==> src/rtl/bcd_pkg.sv <==
// Shared constants for the BCD scan display: segment patterns,
// the "no digit" code and the scan phase enum.
package bcd_pkg;

  localparam logic [3:0] BCD_NONE = 4'hF;

  localparam logic [6:0] SEG_0     = 7'h3F;
  localparam logic [6:0] SEG_1     = 7'h06;
  localparam logic [6:0] SEG_2     = 7'h5B;
  localparam logic [6:0] SEG_3     = 7'h4F;
  localparam logic [6:0] SEG_4     = 7'h66;
  localparam logic [6:0] SEG_5     = 7'h6D;
  localparam logic [6:0] SEG_6     = 7'h7D;
  localparam logic [6:0] SEG_7     = 7'h07;
  localparam logic [6:0] SEG_8     = 7'h7F;
  localparam logic [6:0] SEG_9     = 7'h6F;
  localparam logic [6:0] SEG_DASH  = 7'h40;
  localparam logic [6:0] SEG_BLANK = 7'h00;

  typedef enum logic {
    PH_BLANK,
    PH_SHOW
  } phase_t;

endpackage

==> src/rtl/bcd_to_seg.sv <==
// Combinational BCD to 7-segment decode (seg[0]=a .. seg[6]=g).
// Ports: code (4-bit digit), seg (active-high segments).
module bcd_to_seg
  import bcd_pkg::*;
(
  input  logic [3:0] code,
  output logic [6:0] seg
);

  always_comb begin
    seg = SEG_BLANK;
    case (code)
      4'd0:  seg = SEG_0;
      4'd1:  seg = SEG_1;
      4'd2:  seg = SEG_2;
      4'd3:  seg = SEG_3;
      4'd4:  seg = SEG_4;
      4'd5:  seg = SEG_5;
      4'd6:  seg = SEG_6;
      4'd7:  seg = SEG_7;
      4'd8:  seg = SEG_8;
      4'd9:  seg = SEG_9;
      4'd10, 4'd11, 4'd12,
      4'd13, 4'd14: seg = SEG_DASH;
      default: seg = SEG_BLANK;
    endcase
  end

endmodule

==> src/rtl/bcd_seg_scan.sv <==
// Multiplexed 7-segment scanner with frame-synchronous double buffer.
// Ports: CLK, RST (async high), LOAD/DIN in, LOAD_ACK, DIG, SEG, ERR out.
// Define BCD_LZB_EN to blank leading zeros (digit 0 always shown).
module bcd_seg_scan
  import bcd_pkg::*;
#(
  parameter int NDIG      = 4,
  parameter int PRESCALE  = 1000,
  parameter int BLANK_CYC = 2
) (
  input  logic              CLK,
  input  logic              RST,
  input  logic              LOAD,
  input  logic [4*NDIG-1:0] DIN,
  output logic              LOAD_ACK,
  output logic [NDIG-1:0]   DIG,
  output logic [6:0]        SEG,
  output logic              ERR
);

  localparam int CMAX = (PRESCALE > BLANK_CYC) ? PRESCALE : BLANK_CYC;
  localparam int CW   = $clog2(CMAX + 1);
  localparam int SW   = $clog2(NDIG);

  localparam logic [CW-1:0] SHOW_LAST  = CW'(PRESCALE - 1);
  localparam logic [CW-1:0] BLANK_LAST = CW'(BLANK_CYC - 1);
  localparam logic [SW-1:0] SLOT_LAST  = SW'(NDIG - 1);

  phase_t                 phase, phase_nxt;
  logic [SW-1:0]          slot, slot_nxt;
  logic [CW-1:0]          cnt, cnt_nxt;
  logic                   boundary;

  logic [NDIG-1:0][3:0]   disp, pend, disp_nxt;
  logic                   pend_vld;
  logic                   apply;
  logic                   err_nxt;

  logic [NDIG-1:0]        lzb;
  logic [3:0]             code;
  logic [6:0]             seg_dec;
  logic [NDIG-1:0]        dig_nxt;

  always_ff @(posedge CLK or posedge RST) begin
    if (RST) begin
      phase <= PH_BLANK;
      slot  <= '0;
      cnt   <= '0;
    end else begin
      phase <= phase_nxt;
      slot  <= slot_nxt;
      cnt   <= cnt_nxt;
    end
  end

  always_comb begin
    phase_nxt = phase;
    slot_nxt  = slot;
    cnt_nxt   = cnt + 1'b1;
    boundary  = 1'b0;
    unique case (phase)
      PH_BLANK: begin
        if (cnt == BLANK_LAST) begin
          phase_nxt = PH_SHOW;
          cnt_nxt   = '0;
        end
      end
      PH_SHOW: begin
        if (cnt == SHOW_LAST) begin
          phase_nxt = PH_BLANK;
          cnt_nxt   = '0;
          boundary  = (slot == SLOT_LAST);
          slot_nxt  = boundary ? '0 : slot + 1'b1;
        end
      end
    endcase
  end

  // A LOAD on the boundary cycle bypasses the pending buffer.
  assign apply    = boundary & (LOAD | pend_vld);
  assign disp_nxt = LOAD ? DIN : pend;

  always_comb begin
    err_nxt = 1'b0;
    for (int i = 0; i < NDIG; i++) begin
      if (disp_nxt[i] >= 4'd10 && disp_nxt[i] != BCD_NONE)
        err_nxt = 1'b1;
    end
  end

`ifdef BCD_LZB_EN
  logic run;
  always_comb begin
    lzb = '0;
    run = 1'b1;
    for (int i = NDIG - 1; i >= 1; i--) begin
      if (run && disp[i] == 4'd0) lzb[i] = 1'b1;
      else run = 1'b0;
    end
  end
`else
  assign lzb = '0;
`endif

  // Outputs are registered from the next state so they line up
  // with the phase/slot registers.
  assign code    = lzb[slot_nxt] ? BCD_NONE : disp[slot_nxt];
  assign dig_nxt = {{(NDIG-1){1'b0}}, 1'b1} << slot_nxt;

  bcd_to_seg u_dec (
    .code (code),
    .seg  (seg_dec)
  );

  always_ff @(posedge CLK or posedge RST) begin
    if (RST) begin
      disp     <= {NDIG{BCD_NONE}};
      pend     <= {NDIG{BCD_NONE}};
      pend_vld <= 1'b0;
      LOAD_ACK <= 1'b0;
      ERR      <= 1'b0;
      DIG      <= '0;
      SEG      <= '0;
    end else begin
      if (apply) begin
        disp     <= disp_nxt;
        pend_vld <= 1'b0;
        ERR      <= err_nxt;
      end else if (LOAD) begin
        pend     <= DIN;
        pend_vld <= 1'b1;
      end
      LOAD_ACK <= apply;
      DIG <= (phase_nxt == PH_SHOW) ? dig_nxt : '0;
      SEG <= (phase_nxt == PH_SHOW) ? seg_dec : 7'h00;
    end
  end

endmodule

==> config.mk <==
export PLATFORM = sky130hd
export DESIGN_NAME = bcd_seg_scan
export DESIGN_NICKNAME = d
export VERILOG_FILES = /design/src/rtl/bcd_pkg.sv /design/src/rtl/bcd_to_seg.sv /design/src/rtl/bcd_seg_scan.sv
export SDC_FILE = /design/constraint.sdc
export NUM_CORES = 1
export LEC_CHECK = 0
export ABC_AREA = 0
export ABC_CLOCK_PERIOD_IN_PS = 3250
export BUFFER_PORTS_ARGS = -buffer_cell sky130_fd_sc_hd__buf_2
export CELL_PAD_IN_SITES_DETAIL_PLACEMENT = 1
export CELL_PAD_IN_SITES_GLOBAL_PLACEMENT = 2
export CORE_AREA = 2 2 89 91
export CTS_BUF_LIST = sky130_fd_sc_hd__clkbuf_8
export DETAILED_ROUTE_END_ITERATION = 16
export DIE_AREA = 0 0 91 93
export HOLD_SLACK_MARGIN = 0.12
export PLACE_DENSITY_LB_ADDON = 0.05
export SETUP_SLACK_MARGIN = 0.02
export SYNTH_ARGS = -nofsm -noshare
export SYNTH_HDL_FRONTEND = slang
export SYNTH_SLANG_ARGS = --single-unit
==> constraint.sdc <==
create_clock -name CLK -period 3.25 [get_ports CLK]
set_input_delay 0.325 -clock CLK [delete_from_list [all_inputs] [get_ports CLK]]
set_output_delay 0.325 -clock CLK [all_outputs]
set_load 0.005 [all_outputs]
; After elaboration in Yosys (flattened, before gate mapping)
; Memory sizes are Yosys's and may differ from the RTL's.
; Cells that the tools add are included.
[classes]
add_sub_neg = 2
magnitude_cmp = 5
eq_ne = 7
shift = 1
n_mux = 25
bitwise = 3
n_reduce_logical = 5
[op_table]
columns = cell, n
row1 = $mux 10, 2
row2 = $pmux 10 s2, 1
row3 = $ge 4x4->1 const B, 4
row4 = $mux 16, 1
row5 = $ne 4x4->1 const B, 4
row6 = $mux 4, 3
row7 = $mux 1, 11
row8 = $add 10x1->10 const B, 1
row9 = $eq 10x1->1 const B, 1
row10 = $eq 10x10->1 const B, 1
row11 = $bmux 4 s2, 1
row12 = $mux 7, 1
row13 = $mux 2, 3
row14 = $logic_and 1x1->1, 4
row15 = $shl 1x2->4 const A, 1
row16 = $lt 2x3->1 const B, 1
row17 = $add 2x1->2 const B, 1
row18 = $bmux 1 s2, 1
row19 = $eq 2x2->1 const B, 1
row20 = $pmux 1 s2, 1
row21 = $reduce_bool 2->1, 1
row22 = $and 1x1->1, 1
row23 = $not 1->1, 1
row24 = $or 1x1->1, 1
[totals]
reg_bits = 59
romBits = 112
inputBits = 19
output_inout_bits = 13
elab_cells = 65
memories = 1
[mem_list]
columns = memory, depth, width, rd, rd_ports_with_merged_regs, write_ports, line_no
row1 = (name not given), 16, 7, 1, 0, 0, bcd_to_seg.sv:12  ; case (code)

; Logic depth before layout (Yosys ltp)
; Gate-level depths: netlist (run 1).
; An unclocked memory read counts as a cell.
[depth]
word_depth = 9
depth_mapped = 10
depth_no_buf = 9

; Modules after synthesis
; Synthesis (run 1) repeated with hierarchy kept, for this count alone.
[unflattened]
cells_unflattened = 292
area_unflattened_um2 = 3039.2
[modules_own_cells]
columns = module, instances, cells_per_inst, area_each_um2, seq_area_each_um2
row1 = bcd_seg_scan, 1, 263, 2817.7, 1516.5
row2 = bcd_to_seg, 1, 29, 221.5, 0.0

; Least setup slack after synthesis (run 1)
; Ideal clock, no wire load.
[synth_path]
kind = register to register
startpoint = reg slot[0]
endpoint = reg SEG[1]
setup_ns = 0.125
arrival_time_ns = 2.250
t_required_ns = 3.125
slack_ns = 0.875
stages_incl_launch_ff = 9
n_path_buf = 0
synth_period_minus_slack_ns = 2.375
cell_sequence = dfrtp_1 > ha_1 > nor2_2 > mux4_2 > mux2i_4 > inv_2 > ha_1 > o21ai_0 > a21oi_1
[synth_between]
elab_chain_len = 9
word_cells_on_any_way = 12
classes_between = add/sub: 1 / eq/ne: 1 / mux: 9 / memory: 1
[synth_rtl]
columns = item, line_no
row1 = "start, declared", bcd_seg_scan.sv:30  ; logic [SW-1:0] slot, slot_nxt;
row2 = "start signal, assigned", bcd_seg_scan.sv:51  ; slot <= slot_nxt;
row3 = $add 2x1->2 / $eq 2x2->1 (equally long branches), "bcd_seg_scan.sv:73, bcd_seg_scan.sv:72"
row4 = $mux 2, bcd_seg_scan.sv:73  ; slot_nxt = boundary ? '0 : slot + 1'b1;
row5 = $mux 2, bcd_seg_scan.sv:69  ; if (cnt == SHOW_LAST) begin
row6 = $mux 2 *, bcd_seg_scan.sv:61  ; unique case (phase)
row7 = $bmux 4 s2 / $bmux 1 s2 (equally long branches), bcd_seg_scan.sv:107  ; assign code = lzb[slot_nxt] ? BCD_NONE : disp[slot_nxt];
row8 = $mux 4 (implied by the code) / $mux 1 (equally long branches), bcd_seg_scan.sv:107
row9 = $mux 4 *, bcd_seg_scan.sv:107
row10 = $mem_v2 16x7 *, n/a
row11 = $mux 7 *, bcd_seg_scan.sv:135  ; SEG <= (phase_nxt == PH_SHOW) ? seg_dec : 7'h00;
row12 = "end signal, assigned", bcd_seg_scan.sv:135
row13 = "end, declared", bcd_seg_scan.sv:17  ; output logic [6:0] SEG,
; Mark *: on every way between the ends. The rest lies on a longest branch, timed or not. The select of a mux whose other input is x is not followed.
; A chain may end at the register's enable or synchronous reset.

; Worst setup path after layout (run 1)
[layout_path]
startpoint = reg cnt[0]
endpoint = reg SEG[5]
[layout_between]
elab_chain_len = 8
word_cells_on_any_way = 14
classes_between = eq/ne: 2 / mux: 11 / memory: 1
[layout_rtl]
columns = item, line_no
row1 = "start, declared", bcd_seg_scan.sv:31  ; logic [CW-1:0] cnt, cnt_nxt;
row2 = "start signal, assigned", bcd_seg_scan.sv:52  ; cnt <= cnt_nxt;
row3 = $eq 10x10->1, bcd_seg_scan.sv:69
row4 = $mux 2, bcd_seg_scan.sv:69
row5 = $mux 2, bcd_seg_scan.sv:61
row6 = $bmux 4 s2 / $bmux 1 s2 (equally long branches), bcd_seg_scan.sv:107
row7 = $mux 4 (implied by the code) / $mux 1 (equally long branches), bcd_seg_scan.sv:107
row8 = $mux 4, bcd_seg_scan.sv:107
row9 = $mem_v2 16x7, n/a
row10 = $mux 7 *, bcd_seg_scan.sv:135
; Marked as above.

==> flow_summary.toml, run 1 <==
[floorplan]
die_h_um = 93
core_area_sq_um = 7530
dieWidth_um = 91
dieArea_sq_um = 8460
start_util_pct = 39.2
io_pins = 32
fp-row-count = 32

[final_layout]
drive_gt1_share_pct = 34.0
multi_input_area_sq_um = 1340
n_fill_cell = 869
antenna_cells = 0
areaGrowthSynthToFinish_pct = 17.1
regArea_sq_um = 1520
nets = 319

[clocking]
ctsHoldBuffers = 1
htree_levels = 3
cts.sinks = 59
root_buffer = "clkbuf_8"
insertion_delay_ns = 0.34
cts_buffers = 9
post_cts_buffers = 0
cts_tree = "done"
clock_path_buffers = 2
cts_resized = 0
clk_pin_slew_ns = 0.07

[synthesis]
synthAdderAreaFrac_pct = 3.39
synth-async-reset-ratio_pct = 100
synth_xor_area_share_pct = 2.37
synth_top_area_share_pct = 28.5
syn_nets = 284
yosys.area_share.simple_pct = 12.2
synth_top_family_by_area = "multiplexers"
synth_area_leader_cell = "dfstp_2"
synth.avg_cell_area_sq_um = 11.5
synth_seq_area_share_pct = 51.4
synth_seq_cells = 59
syn_inst = 257
synth_compound_area_share_pct = 9.16
syn_area_sq_um = 2950
synth_area_leaders = "dfstp_2 (28%), dfrtp_1 (23%), mux2i_1 (7.8%), mux4_1 (4.5%), nor2_1 (3.6%)"
synthFlopType = "dfstp_2"
synth_edf_count = 0
synthTopCellsByCount = "dfstp_2 (32), nor2_1 (28), dfrtp_1 (27)"
synth_cell_types = 38
yosys_warnings = 0
synth.most_common_cell = "dfstp_2"
muxShareOfSynthArea_pct = 18.1

[global_routing]
grtUsageTotal_pct = 16.1
grt_max_degree = 60
antenna_found_initial = 0
grt_pass1_wl_um = 10600
grt_pass1_vias = 2071
overflow = 0

[timing]
rsz0062_at_grt = "no"
max_freq_mhz = 376
tightest_slew_ns = 0.655
fin_crit_ns = 2.66
layout_setup_ws_ns = 0.592
drv_slew = 0
finalSetupTns_ns = 0
fin_worst_skew_ns = 0.00611
slew_headroom_pct = 56.0
finalHoldViolCount = 0
setup_viol = 0
finalCritPeriodShare_pct = 81.8

[routing]
via_per_inst = 5.06
dr.pass1.iters = 4
vias = 2020
wire_per_inst_um = 15.7
ant_nets = 0
drc_errors = 0
postRouteWirelength_um = 6270
drt_iter0_drc = 46

[power]
seqPwrFrac_pct = 46.3
intPower_w = 0.00131
powerDensity_nw_per_um2 = 487
p_comb_share_pct = 5.4
switching_share_pct = 22.0
power.switching_w = 0.000370
clkPwrFrac_pct = 48.3
power.leakage_nw = 1.52
vdd_drop_max_uv = 207

[place]
globalplace.congestion = 0.812
dp_hpwl_um = 4500
pre_cts_slack_ns = 0.564
port_buffers = 31

[setup_path]
critPathArrivalTime_ns = 2.89
reg2reg_setup_slack_ns = 0.59
critical_path_class = "register to register"
cp.required_ns = 3.48
endpoint_kind = "register"
start_kind = "register"
crit_fanout = 9

[flow_run]
max_cap_violations = 0

[min_path]
hold_class = "input pin to register"

[run_status]
status = "finished, final reports clean"
==> power by group through the flow <==
stage          Sequential [W]  Combinational, W  Clock [W]
2_1_floorplan        0.000789         0.0000598          0
3_3_place_gp         0.000791         0.0000903          0
3_5_place_dp         0.000792         0.0000924          0
4_1_cts              0.000780         0.0000934   0.000841
5_1_grt              0.000781          0.000103   0.000876
6_report             0.000780         0.0000901   0.000814
==> kinds of logic (layout without fill, tap and decap cells) <==
family / after synthesis / in the layout
AOI/OAI and AO/OA: 44 / 44
xor gates and xnor gates: 8 / 8
adders and majority gates: 8 / 8
buffers and inverters: 23 / 63
DFF: 59 / 59
muxes: 38 / 38
and+or+nand+nor: 77 / 77
==> layer usage <==
layer	wire (um)	share of wire, %	up-vias	GRT usage (%)
met5	0	0	-	0
met4	66	1.1	0	5.68
met3	191	3.0	6	4.35
met2	3010	48	30	25.8
met1	3000	48	1000	21.1
li1	-	-	984	-
==> cell type report <==
cell class	instances	share of cell area [%]
sequential	59	43.9
multi-input combinational	175	38.6
timing repair buffer	36	5.65
tap	102	3.69
clock buffer	9	3.58
clock inverter	7	3.37
inverter	11	1.19
==> sequential cells by signal (all words and copies together) (netlist names) <==
register  flops
DIG           4
ERR           1
LOAD_ACK      1
SEG           7
cnt          10
disp         16
pend         16
pend_vld      1
phase         1
slot          2
==> worst max-delay path: stages, from the launching register on <==
cell and delay, ns:
dfrtp_1 0.42, ha_1 0.23, nand2_1 0.13, nor4_4 0.59, mux2i_1 0.50, inv_1 0.13
ha_1 0.25, o32ai_1 0.29
==> metrics by stage <==
stage	cell area, sq um	utilization [%]	hold slack [ns]	instances	total power, W
after floorplan	2950	-	0.462	257	0.000849
after global placement	3210	42.6	0.436	382	0.000881
after CTS	3460	45.9	0.218	399	0.00171
after global routing	3460	45.9	0.228	399	0.00176
final	3460	45.9	0.239	399	0.00168
after detailed placement	3210	42.6	0.447	382	0.000885
==> cells in the final DEF, fill, tap and decap left out, drive strengths merged, types with 2 or more instances in the layout <==
cell type	instances
mux2	5
nand3	7
nand2	24
bufinv	3
mux2i	25
clkbuf	9
buf	35
mux4	8
ha	8
xor2	3
nor4	4
o32ai	4
nor3	7
clkinv	3
nor2	29
inv	11
o21ai	17
a21oi	15
dfrtp	27
a211oi	5
o41ai	2
xnor2	5
dfstp	32
==> path summary, 6_finish.rpt <==
path,endpoint,depth (start not counted),startpoint
hold reg to reg,disp[0]$_DFFE_PP1P_,2,disp[0]$_DFFE_PP1P_
max in group asynchronous,pend[6]$_DFFE_PP1N_,4,RST
setup reg to reg,SEG[5]$_DFF_PP0_,7,cnt[0]$_DFF_PP0_
min in group asynchronous,pend_vld$_DFFE_PP0P_,3,RST
setup / recovery,SEG[5]$_DFF_PP0_,7,cnt[0]$_DFF_PP0_
hold / removal,pend[4]$_DFFE_PP1N_,2,DIN[4]
Note: power is estimated with default switching activity, not from simulation.
==> inputs of run 2 (changes only) <==
--- a/config.mk
+++ b/config.mk
@@ -6,14 +6,14 @@
 export NUM_CORES = 1
 export LEC_CHECK = 0
 export ABC_AREA = 0
-export ABC_CLOCK_PERIOD_IN_PS = 3250
+export ABC_CLOCK_PERIOD_IN_PS = 2400
 export BUFFER_PORTS_ARGS = -buffer_cell sky130_fd_sc_hd__buf_2
 export CELL_PAD_IN_SITES_DETAIL_PLACEMENT = 1
 export CELL_PAD_IN_SITES_GLOBAL_PLACEMENT = 2
-export CORE_AREA = 2 2 89 91
+export CORE_AREA = 2 2 93 95
 export CTS_BUF_LIST = sky130_fd_sc_hd__clkbuf_8
 export DETAILED_ROUTE_END_ITERATION = 16
-export DIE_AREA = 0 0 91 93
+export DIE_AREA = 0 0 95 97
 export HOLD_SLACK_MARGIN = 0.12
 export PLACE_DENSITY_LB_ADDON = 0.05
 export SETUP_SLACK_MARGIN = 0.02
==> constraint.sdc (replaced) <==
create_clock -name CLK -period 2.4 [get_ports CLK]
set_input_delay 0.24 -clock CLK [delete_from_list [all_inputs] [get_ports CLK]]
set_output_delay 0.24 -clock CLK [all_outputs]
set_load 0.005 [all_outputs]
==> run 2 against run 1 <==
Non-clock buffer count grew 19. Clock-buffer cell count up 3. Setup slack got worse by 0.47 ns. Power up 19%. Flip-flop and latch count unchanged. First-iteration DRC count rose by 46%. Die area increased by 8.9%. Largest power group is now sequential cells.
==> flow_summary.toml, run 2 (synthesized netlist as in run 1, its figures left out) <==
[global_routing]
antenna_found_initial = 0
grt_pass1_vias = 2227
grtUsageTotal_pct = 15.6
grt_pass1_wl_um = 11100
grt_max_degree = 60
overflow = 0

[timing]
rsz0062_at_grt = "no"
setup_viol = 0
fin_worst_skew_ns = 0.0148
finalHoldViolCount = 0
fin_crit_ns = 2.27
drv_slew = 0
finalCritPeriodShare_pct = 94.8
holdWs_ns = 0.155
tightest_slew_ns = 0.547
slew_headroom_pct = 63.5
max_freq_mhz = 440
finalSetupTns_ns = 0

[final_layout]
final_core_util_pct = 44.3
final_common_cell = "dfstp_2"
stdcell_count = 421
layout_common_cells = "dfstp_2 (32), buf_2 (31), nor2_1 (28), dfrtp_1 (27), nand2_1 (23)"
drive_gt1_share_pct = 39.2
nets = 338
areaGrowthSynthToFinish_pct = 22.3
reg.largest.list = "disp: 16 flops, pend: 16 flops, cnt: 10 flops"
antenna_cells = 0

[setup_path]
path_common_cell = "buf_4"
reg2regPathDepth = 7
critical_path_class = "register to register"
reg2reg_setup_slack_ns = 0.13
rr_endpoint = "SEG[4]$_DFF_PP0_"
endpoint_kind = "register"
cp_top_family = "multiplexers"
crit_chain = "ha_2 > buf_4 > mux4_2 > mux2i_4 > buf_4 > mux2i_1 > o32ai_1"
cp.required_ns = 2.61
critPathArrivalTime_ns = 2.48
crit_fanout = 6
r2r-start = "slot[0]$_DFF_PP0_"
slowest_stage = "mux4_2"
critPathMaxStageDelay_ns = 0.52
start_kind = "register"
cp_num_buf_inv = 2

[floorplan]
dieWidth_um = 95
start_util_pct = 36.3
io_pins = 32
core_area_sq_um = 8130
fp-row-count = 33
dieArea_sq_um = 9220
die_h_um = 97

[place]
port_buffers = 31
globalplace.congestion = 0.794
dp_hpwl_um = 4590
placedCellCount = 396

[min_path]
holdCritStartpoint = "DIN[8]"
min_path_cells = 2
whs_endpoint = "pend[8]$_DFFE_PP1N_"
hold_class = "input pin to register"

[power]
powerDensity_nw_per_um2 = 558
power.leakage_nw = 1.60
vdd_drop_max_uv = 308
totalPowerFinal_w = 0.00201

[clocking]
clk_pin_slew_ns = 0.08
root_buffer = "clkbuf_8"
cts_tree = "done"
htree_levels = 3
insertion_delay_ns = 0.34
cts.sinks = 59
cts_buffers = 9
clock_path_buffers = 2

[routing]
dr.pass1.iters = 4
wire_per_inst_um = 15.6
drt_iter0_drc = 67
postRouteWirelength_um = 6560
via_per_inst = 4.89
ant_nets = 0
vias = 2059
drc_errors = 0

[flow_run]
max_cap_violations = 0

[run_status]
status = "finished, final reports clean"
==> run 2: metal layers <==
metal / track usage (%) / routed length [um]
met5: 0 / 0
met2: 24.5 / 3100
met4: 6.35 / 112
met1: 20.9 / 3180
met3: 3.43 / 170
==> run 2: worst max-delay path by stage <==
stage                           start          endpoint  slack [ns]  depth (start not counted)
floorplan           slot[0]$_DFF_PP0_  SEG[1]$_DFF_PP0_        0.02                          8
global placement    slot[0]$_DFF_PP0_  SEG[4]$_DFF_PP0_        0.12                          7
detailed placement   cnt[1]$_DFF_PP0_  SEG[3]$_DFF_PP0_        0.08                          7
CTS                  cnt[1]$_DFF_PP0_  SEG[3]$_DFF_PP0_        0.04                          7
global route         cnt[1]$_DFF_PP0_  SEG[3]$_DFF_PP0_        0.02                          8
finish              slot[0]$_DFF_PP0_  SEG[4]$_DFF_PP0_        0.13                          7
==> run 2: layout make-up <==
| type | instances | area [sq um] |
|---|---|---|
| clock buffers | 12 | 165 |
| clock inverters | 4 | 17.5 |
| fillers | 899 | 4530 |
| inverters | 11 | 41.3 |
| multi-input cells | 175 | 1370 |
| flip-flops and latches | 59 | 1520 |
| well taps | 105 | 131 |
| repair buffers | 55 | 367 |
==> run 2: repair_timing <==
action	in CTS	in global routing
gates resized for setup	0	11
hold buffers	1	0
buffers inserted	0	8
setup endpoints to repair	0	7
endpoints found under the hold margin	27	0
==> run 2: stage by stage <==
step / area, sq um / worst slack, ns
after global routing: 3610 / 0.0151
after floorplan: 2950 / 0.0247
after detailed placement: 3320 / 0.0754
final: 3610 / 0.125
after CTS: 3510 / 0.0396
after global placement: 3320 / 0.119
==> run 2: power breakdown <==
| group | internal (W) | leakage (nW) | switching (W) | total (W) |
|---|---|---|---|---|
| Sequential | 0.00104 | 0.640 | 0.0000135 | 0.00106 |
| Clock | 0.000449 | 0.105 | 0.000380 | 0.000829 |
| Combinational | 0.0000516 | 0.859 | 0.0000744 | 0.000126 |
